--- src/rtl/vec_frame_acc_if.sv ---
// Handshake bundle for vec_frame_acc: per-timestep input vector stream in,
// frame-sum/argmax result out.
interface vec_frame_acc_if #(
    parameter int unsigned BW_I       = 33,
    parameter int unsigned BW_O       = 40,
    parameter int unsigned VECTOR_LEN = 13,
    parameter int unsigned CNT_BW     = 8
);
    localparam int unsigned IDX_BW = $clog2(VECTOR_LEN);

    logic [VECTOR_LEN*BW_I-1:0] data_i;
    logic                       valid_i;
    logic                       last_i;
    logic                       ready_o;
    logic [VECTOR_LEN*BW_O-1:0] data_o;
    logic [IDX_BW-1:0]          argmax_o;
    logic [CNT_BW-1:0]          count_o;
    logic                       overflow_o;
    logic                       valid_o;
    logic                       ready_i;

    modport master (
        output data_i, valid_i, last_i, ready_i,
        input  ready_o, data_o, argmax_o, count_o, overflow_o, valid_o
    );

    modport slave (
        input  data_i, valid_i, last_i, ready_i,
        output ready_o, data_o, argmax_o, count_o, overflow_o, valid_o
    );
endinterface

--- src/rtl/vec_frame_acc.sv ---
// Frame accumulator: element-wise saturating sum of input vectors over a frame,
// then a sequential argmax scan, then a held result behind valid/ready.
module vec_frame_acc #(
    parameter int unsigned BW_I       = 33,
    parameter int unsigned BW_O       = 40,
    parameter int unsigned VECTOR_LEN = 13,
    parameter int unsigned CNT_BW     = 8
) (
    input  logic           clk_i,
    input  logic           rst_i,
    vec_frame_acc_if.slave bus
);
    localparam int unsigned IDX_BW = $clog2(VECTOR_LEN);
    localparam int unsigned SUM_W  = BW_O + 1;
    localparam logic signed [BW_O-1:0] SAT_MAX = {1'b0, {(BW_O-1){1'b1}}};
    localparam logic signed [BW_O-1:0] SAT_MIN = {1'b1, {(BW_O-1){1'b0}}};

    typedef enum logic [1:0] {ST_ACC, ST_SCAN, ST_OUT} state_e;

    state_e                 state_q, state_d;
    logic signed [BW_O-1:0] acc_q   [VECTOR_LEN];
    logic signed [BW_O-1:0] acc_sat [VECTOR_LEN];
    logic [VECTOR_LEN-1:0]  clamp;
    logic signed [BW_O-1:0] best_val_q;
    logic [IDX_BW-1:0]      best_idx_q;
    logic [IDX_BW-1:0]      scan_k_q;
    logic [CNT_BW-1:0]      count_q;
    logic                   overflow_q;
    logic                   valid_q;
    logic                   beat;
    logic                   scan_done;
    logic                   out_fire;

    // Ready is a decode of the state register, forced low while reset is held.
    assign bus.ready_o = (state_q == ST_ACC) && !rst_i;
    assign beat        = bus.valid_i && bus.ready_o;
    assign scan_done   = (state_q == ST_SCAN) && (scan_k_q == IDX_BW'(VECTOR_LEN - 1));
    assign out_fire    = valid_q && bus.ready_i;

    for (genvar g = 0; g < VECTOR_LEN; g++) begin : g_elem
        logic signed [BW_I-1:0]  elem;
        logic signed [SUM_W-1:0] sum;

        // One extra sum bit makes overflow visible as a top-two-bit mismatch.
        assign elem     = bus.data_i[g*BW_I +: BW_I];
        assign sum      = SUM_W'(acc_q[g]) + SUM_W'(elem);
        assign clamp[g] = sum[SUM_W-1] != sum[SUM_W-2];
        assign acc_sat[g] = clamp[g] ? (sum[SUM_W-1] ? SAT_MIN : SAT_MAX)
                                     : sum[BW_O-1:0];
        assign bus.data_o[g*BW_O +: BW_O] = acc_q[g];
    end

    assign bus.argmax_o   = best_idx_q;
    assign bus.count_o    = count_q;
    assign bus.overflow_o = overflow_q;
    assign bus.valid_o    = valid_q;

    always_ff @(posedge clk_i or posedge rst_i) begin
        if (rst_i) begin
            state_q <= ST_ACC;
            valid_q <= 1'b0;
        end else begin
            state_q <= state_d;
            valid_q <= (state_d == ST_OUT);
        end
    end

    always_comb begin
        state_d = state_q;
        unique case (state_q)
            ST_ACC:  if (beat && bus.last_i) state_d = ST_SCAN;
            ST_SCAN: if (scan_done)          state_d = ST_OUT;
            ST_OUT:  if (out_fire)           state_d = ST_ACC;
            default:                         state_d = ST_ACC;
        endcase
    end

    // Accumulate, scan and clear; the result registers double as outputs.
    always_ff @(posedge clk_i or posedge rst_i) begin
        if (rst_i) begin
            for (int i = 0; i < VECTOR_LEN; i++) acc_q[i] <= '0;
            count_q    <= '0;
            overflow_q <= 1'b0;
            best_val_q <= '0;
            best_idx_q <= '0;
            scan_k_q   <= '0;
        end else begin
            unique case (state_q)
                ST_ACC: begin
                    if (beat) begin
                        acc_q      <= acc_sat;
                        count_q    <= (&count_q) ? count_q : count_q + 1'b1;
                        overflow_q <= overflow_q | (|clamp);
                        scan_k_q   <= '0;
                    end
                end
                ST_SCAN: begin
                    // Strict compare keeps the lower index on ties.
                    if ((scan_k_q == '0) || (acc_q[scan_k_q] > best_val_q)) begin
                        best_val_q <= acc_q[scan_k_q];
                        best_idx_q <= scan_k_q;
                    end
                    scan_k_q <= scan_k_q + 1'b1;
                end
                ST_OUT: begin
                    if (out_fire) begin
                        for (int i = 0; i < VECTOR_LEN; i++) acc_q[i] <= '0;
                        count_q    <= '0;
                        overflow_q <= 1'b0;
                        best_val_q <= '0;
                        best_idx_q <= '0;
                        scan_k_q   <= '0;
                    end
                end
                default: ;
            endcase
        end
    end
endmodule

--- src/flat_wrapper.sv ---
// flat-port wrapper written by rule: the top's interface ports become plain ports
module vec_frame_acc_flat 
#(
    parameter int unsigned BW_I       = 33,
    parameter int unsigned BW_O       = 40,
    parameter int unsigned VECTOR_LEN = 13,
    parameter int unsigned CNT_BW     = 8
)
  (clk_i, rst_i, bus_data_i, bus_valid_i, bus_last_i, bus_ready_i, bus_ready_o, bus_data_o, bus_argmax_o, bus_count_o, bus_overflow_o, bus_valid_o);
  vec_frame_acc_if #(.BW_I(BW_I), .BW_O(BW_O), .VECTOR_LEN(VECTOR_LEN), .CNT_BW(CNT_BW)) bus_i ();
  input  logic clk_i;
  input  logic rst_i;
  input wire logic [$bits(bus_i.data_i)-1:0] bus_data_i;
  input wire logic [$bits(bus_i.valid_i)-1:0] bus_valid_i;
  input wire logic [$bits(bus_i.last_i)-1:0] bus_last_i;
  input wire logic [$bits(bus_i.ready_i)-1:0] bus_ready_i;
  output wire logic [$bits(bus_i.ready_o)-1:0] bus_ready_o;
  output wire logic [$bits(bus_i.data_o)-1:0] bus_data_o;
  output wire logic [$bits(bus_i.argmax_o)-1:0] bus_argmax_o;
  output wire logic [$bits(bus_i.count_o)-1:0] bus_count_o;
  output wire logic [$bits(bus_i.overflow_o)-1:0] bus_overflow_o;
  output wire logic [$bits(bus_i.valid_o)-1:0] bus_valid_o;
  assign bus_i.data_i = bus_data_i;
  assign bus_i.valid_i = bus_valid_i;
  assign bus_i.last_i = bus_last_i;
  assign bus_i.ready_i = bus_ready_i;
  assign bus_ready_o = bus_i.ready_o;
  assign bus_data_o = bus_i.data_o;
  assign bus_argmax_o = bus_i.argmax_o;
  assign bus_count_o = bus_i.count_o;
  assign bus_overflow_o = bus_i.overflow_o;
  assign bus_valid_o = bus_i.valid_o;
  vec_frame_acc #(.BW_I(BW_I), .BW_O(BW_O), .VECTOR_LEN(VECTOR_LEN), .CNT_BW(CNT_BW)) u_core (.clk_i(clk_i), .rst_i(rst_i), .bus(bus_i));
endmodule
--- config.mk ---
export PLATFORM = sky130hd
export DESIGN_NAME = vec_frame_acc_flat
export DESIGN_NICKNAME = d
export VERILOG_FILES = /design/src/rtl/vec_frame_acc_if.sv /design/src/rtl/vec_frame_acc.sv /design/src/flat_wrapper.sv
export SDC_FILE = /design/constraint.sdc
export NUM_CORES = 2
export LEC_CHECK = 0
export BUFFER_PORTS_ARGS = -buffer_cell sky130_fd_sc_hd__buf_2
export CELL_PAD_IN_SITES_DETAIL_PLACEMENT = 1
export CELL_PAD_IN_SITES_GLOBAL_PLACEMENT = 1
export CORE_ASPECT_RATIO = 0.7
export CORE_MARGIN = 3
export CORE_UTILIZATION = 32
export CTS_BUF_LIST = sky130_fd_sc_hd__clkbuf_4 sky130_fd_sc_hd__clkbuf_8
export DETAILED_ROUTE_END_ITERATION = 10
export PLACE_DENSITY = 0.68
export SETUP_SLACK_MARGIN = 0.02
export SYNTH_ARGS = -nofsm -noshare
export SYNTH_HDL_FRONTEND = slang
export SYNTH_SLANG_ARGS = --single-unit
--- constraint.sdc ---
create_clock -name clk_i -period 50.4 [get_ports clk_i]
set_input_delay 10.08 -clock clk_i [delete_from_list [all_inputs] [get_ports clk_i]]
set_output_delay 10.08 -clock clk_i [all_outputs]
set_load 0.1 [all_outputs]
==> Word level (Yosys, flattened, before mapping) <==
Index checks and enable logic that the tools add are counted.
{ "word_totals": {"word_cells": 129, "output_inout_bits": 535, "ff_bits": 580} }
{ "op_classes": {"n_lt_le_gt_ge": 2, "n_addsub": 15, "reduce_logical": 18, "n_eq_ne": 21, "n_mux": 51, "n_bitwise": 2} }
{ "op_table": {"columns": ["operator", "count"], "rows": [
  ["$mux W40", 30],
  ["$mux W520", 2],
  ["$pmux W520 S2", 1],
  ["$add A40 B33 Y41", 13],
  ["$bmux W40 S4", 1],
  ["$pmux W40 S2", 1],
  ["$gt A40 B40 Y1", 1],
  ["$mux W8", 3],
  ["$pmux W8 S2", 1],
  ["$ne A1 B1 Y1", 13],
  ["$reduce_or A13 Y1", 1],
  ["$mux W4", 3],
  ["$pmux W4 S3", 1],
  ["$reduce_and A3 Y1", 3],
  ["$add A8 B1 Y8 const B", 1],
  ["$pmux W4 S2", 1],
  ["$reduce_and A8 Y1", 1],
  ["$mux W2", 3],
  ["$pmux W2 S3", 1],
  ["$ge A5 B5 Y1 const B", 1],
  ["$logic_and A1 B1 Y1", 5],
  ["$not A4 Y5", 1],
  ["$add A4 B1 Y4 const B", 1],
  ["$eq A2 B2 Y1 const B", 2],
  ["other kinds (14)", 18]
]} }

==> Logic depth before layout (Yosys ltp) <==
{ "depth": {"word_depth": 8, "mapped_depth": 22, "ltp_nobuf": 20} }

==> Worst setup path after synthesis <==
Ideal clock, no wire load.
{ "synth_timing": {"path_kind": "input to output", "from": "in rst_i", "to": "out bus_ready_o", "slack_ps": 28134, "stages": 1, "arrival_ps": 12186, "path_cell_list": "nor3_1"} }
{ "synth_between": {"elab_chain_len": 2} }
{ "synth_lines": {"columns": ["item", "line_no", "source"], "rows": [
  ["start: declaration", "flat_wrapper.sv:12", "input logic rst_i;"],
  ["$logic_not A1 Y1", "vec_frame_acc.sv:35", "assign bus.ready_o = (state_q == ST_ACC) && !rst_i;"],
  ["$logic_and A1 B1 Y1", "vec_frame_acc.sv:35", null],
  ["end: declaration", "flat_wrapper.sv:17", "output wire logic [$bits(bus_i.ready_o)-1:0] bus_ready_o;"]
]} }
No other way between the ends.

==> Worst setup path in the final report <==
Same ends and word-level chain as after synthesis.

==> metrics.cfg <==
[clocking]
cts.sinks = 580
cts_buffers = 113
cts_tree = built
cts-hold-fix-buffers = 0
cts_resized = 0
clk_path_buf_depth = 3
post_cts_buffers = 0
htree_levels = 3
clkTransAtPathRegs_ps = 60
clk_latency_ps = 860
cts-root-buf = clkbuf_8

[drt]
first_pass_iters = 6
wirelength_um = 261900
drt-vias-per-instance = 5.701
postRouteAntennaNets = 0
drtIter0Drc = 4038
vias = 55351
wl_per_cell_um = 26.97
route.detailed.drc = 0

[yosys]
synthesis.nets = 7532
yosys.area.top_type = dfrtp_1
async_flop_share_pct = 100.0
synth_edf_count = 0
syn_area_sq_um = 53550
synthTopCellsByArea = dfrtp_1, ha_1, o21ai_0
syn_avg_cell_area_sq_um = 8.241
synth-seq-cells = 580
synth_warnings = 0
synth_cell_types = 93
synth-seq-area-share_pct = 27.10
synth_top_area_share_pct = 27.10
syn-instance-count = 6498
synthTopCellsByCount = nand2_1, o21ai_0, nor2_1, ha_1, dfrtp_1
yosysMostFrequentCell = nand2_1
ys.flop_type = dfrtp_1

[timing]
fin_crit_sh_pct = 41.85
final_max_slew_viol_count = 0
finalSetupTns_ps = 0
slew_headroom_pct = 3.820
fin_crit_ps = 21090
finalSetupViolations = 0
setup_slack_ps = 29310
tightest_slew_ps = 1443
hold_violations = 0
skew_ps = 33.05
max_clock_freq_mhz = 47.41
grt_setup_unrepaired = false

[layout]
layout.nets = 8397
final_cell_area_sq_um = 63300
area_delta_synth_final_pct = 18.21
fill_cells = 19955
drive_gt1_share_pct = 19.29
final_cells = 9709

[floorplan]
dieArea_sq_um = 172400
fp.dieH_um = 348.3
die_w_um = 494.9
fp-row-count = 124
core_area_sq_um = 164800
initial_core_util_pct = 32.50
io_pins = 969

[critical_path]
cp.required_ps = 40320
crit_type = input pin to output pin
r2r_start = u_core.scan_k_q[1]$_DFFE_PP0P_
critPathCaptureType = output pin
cp_max_fo = 3
crit_arrival_ps = 11010
cp-start-kind = input pin
crit_path_start = rst_i

[placed_design]
pre_cts_ws_ps = 29300
place_congestion = 0.9692
numPortBuffers = 968
dp.cells = 9453
dp_hpwl_um = 208900
post_dp_cell_area_sq_um = 60710

[global_route]
grtUsageTotal_pct = 29.30
grt.overflow.total = 0
grt_max_degree = 163
grt_pass1_vias = 55372
grt_first_pass_wirelength_um = 381500
antenna_found_initial = 75

[hold_path]
min_path_type = register to register
hold_path_startpoint = u_core.bus.argmax_o[3]$_DFFE_PP0P_

[outcome]
status = finished clean

[job]
cap_violations = 0

kinds of logic after synthesis:
logic type	count (synthesis)	share of synthesized area (%)
mux	135	5.343
fa+ha+maj	600	14.20
buf+inv	501	3.556
compound gates	2178	25.79
flops	580	27.10
simple gates	2085	17.15
xor+xnor	419	6.853
per-layer routing:
layer / vias up / routed length (um) / track usage, %
li1: 25456 / - / -
met1: 27740 / 119300 / 40.67
met2: 1717 / 116800 / 45.69
met3: 426 / 15070 / 4.755
met4: 12 / 10630 / 10.93
met5: - / 86 / 0
layout make-up:
class | count | area, sq um | area share [%]
Timing Repair Buffer | 1033 | 5383 | 8.503
Tap cell | 2205 | 2759 | 4.358
Multi-Input combinational cell | 5417 | 37220 | 58.80
Clock buffer | 183 | 2250 | 3.554
Sequential cell | 580 | 14520 | 22.94
Antenna cell | 50 | 125.1 | 0.1977
Inverter | 218 | 827.0 | 1.307
Clock inverter | 23 | 212.7 | 0.3360
worst max-delay path: stages:
cell and delay [ps]:
buf_2 140, nor3_1 290, buf_2 500
placed cells by master, fill, tap and decap left out, types with 18 or more instances in the layout:
| master | netlist | routed |
|---|---|---|
| o211ai_1 | 34 | 34 |
| a221oi_1 | 59 | 56 |
| nand2b_1 | 47 | 47 |
| o21a_1 | 59 | 59 |
| inv_1 | 217 | 215 |
| a21o_1 | 353 | 353 |
| ha_1 | 587 | 581 |
| a21boi_0 | 21 | 21 |
| a221o_1 | 20 | 20 |
| nand2_1 | 823 | 822 |
| o21bai_1 | 69 | 69 |
| diode_2 | 0 | 50 |
| buf_4 | 1 | 61 |
| dfrtp_1 | 580 | 577 |
| nor3_1 | 71 | 69 |
| a31oi_1 | 90 | 90 |
| xnor2_1 | 298 | 298 |
| o31ai_1 | 25 | 25 |
| or3_1 | 51 | 51 |
| a21oi_1 | 461 | 461 |
| o22ai_1 | 18 | 18 |
| nand3_1 | 100 | 100 |
| a211oi_1 | 35 | 35 |
| nor2_1 | 679 | 678 |
| and3_1 | 58 | 58 |
| and2_1 | 26 | 25 |
| clkbuf_8 | 0 | 140 |
| buf_2 | 9 | 968 |
| xor2_1 | 121 | 121 |
| mux4_2 | 120 | 120 |
| nand4_1 | 68 | 68 |
| nor2b_1 | 78 | 78 |
| o21ai_1 | 24 | 22 |
| clkbuf_4 | 0 | 43 |
| o21ai_0 | 696 | 695 |
| a22o_1 | 47 | 47 |
flip-flops by register name, summed over array words and instances, names as in the netlist:
signal	flops
u_core.best_val_q	40
u_core.bus.argmax_o	4
u_core.bus.data_o	520
u_core.state_q	2
u_core.bus.overflow_o	1
u_core.scan_k_q	4
u_core.bus.valid_o	1
u_core.bus.count_o	8
path summary, 6_finish.rpt:
path	to	cells past startpoint	slack [ps]
worst max-delay path	bus_ready_o	3	29310
worst min register to register	u_core.bus.argmax_o[3]$_DFFE_PP0P_	1	490
min in group asynchronous	u_core.bus.count_o[2]$_DFFE_PP0P_	2	9380
worst max register to register	u_core.best_val_q[21]$_DFFE_PP0P_	16	42940
worst min-delay path	u_core.bus.argmax_o[3]$_DFFE_PP0P_	1	490
max in group asynchronous	u_core.bus.data_o[393]$_DFFE_PP0P_	5	38030
per-stage QoR:
stage                     hold WS, ps  util, %
final                           490.2    38.42
after global routing            500.1    38.40
after CTS                       492.2    38.34
after detailed placement        477.8    36.84
after global placement          478.2    36.84
after floorplan                 466.1        -
Power is left out: the tool's default activity adds up to more than one toggle a clock period on the data nets, which glitch-free logic cannot reach.
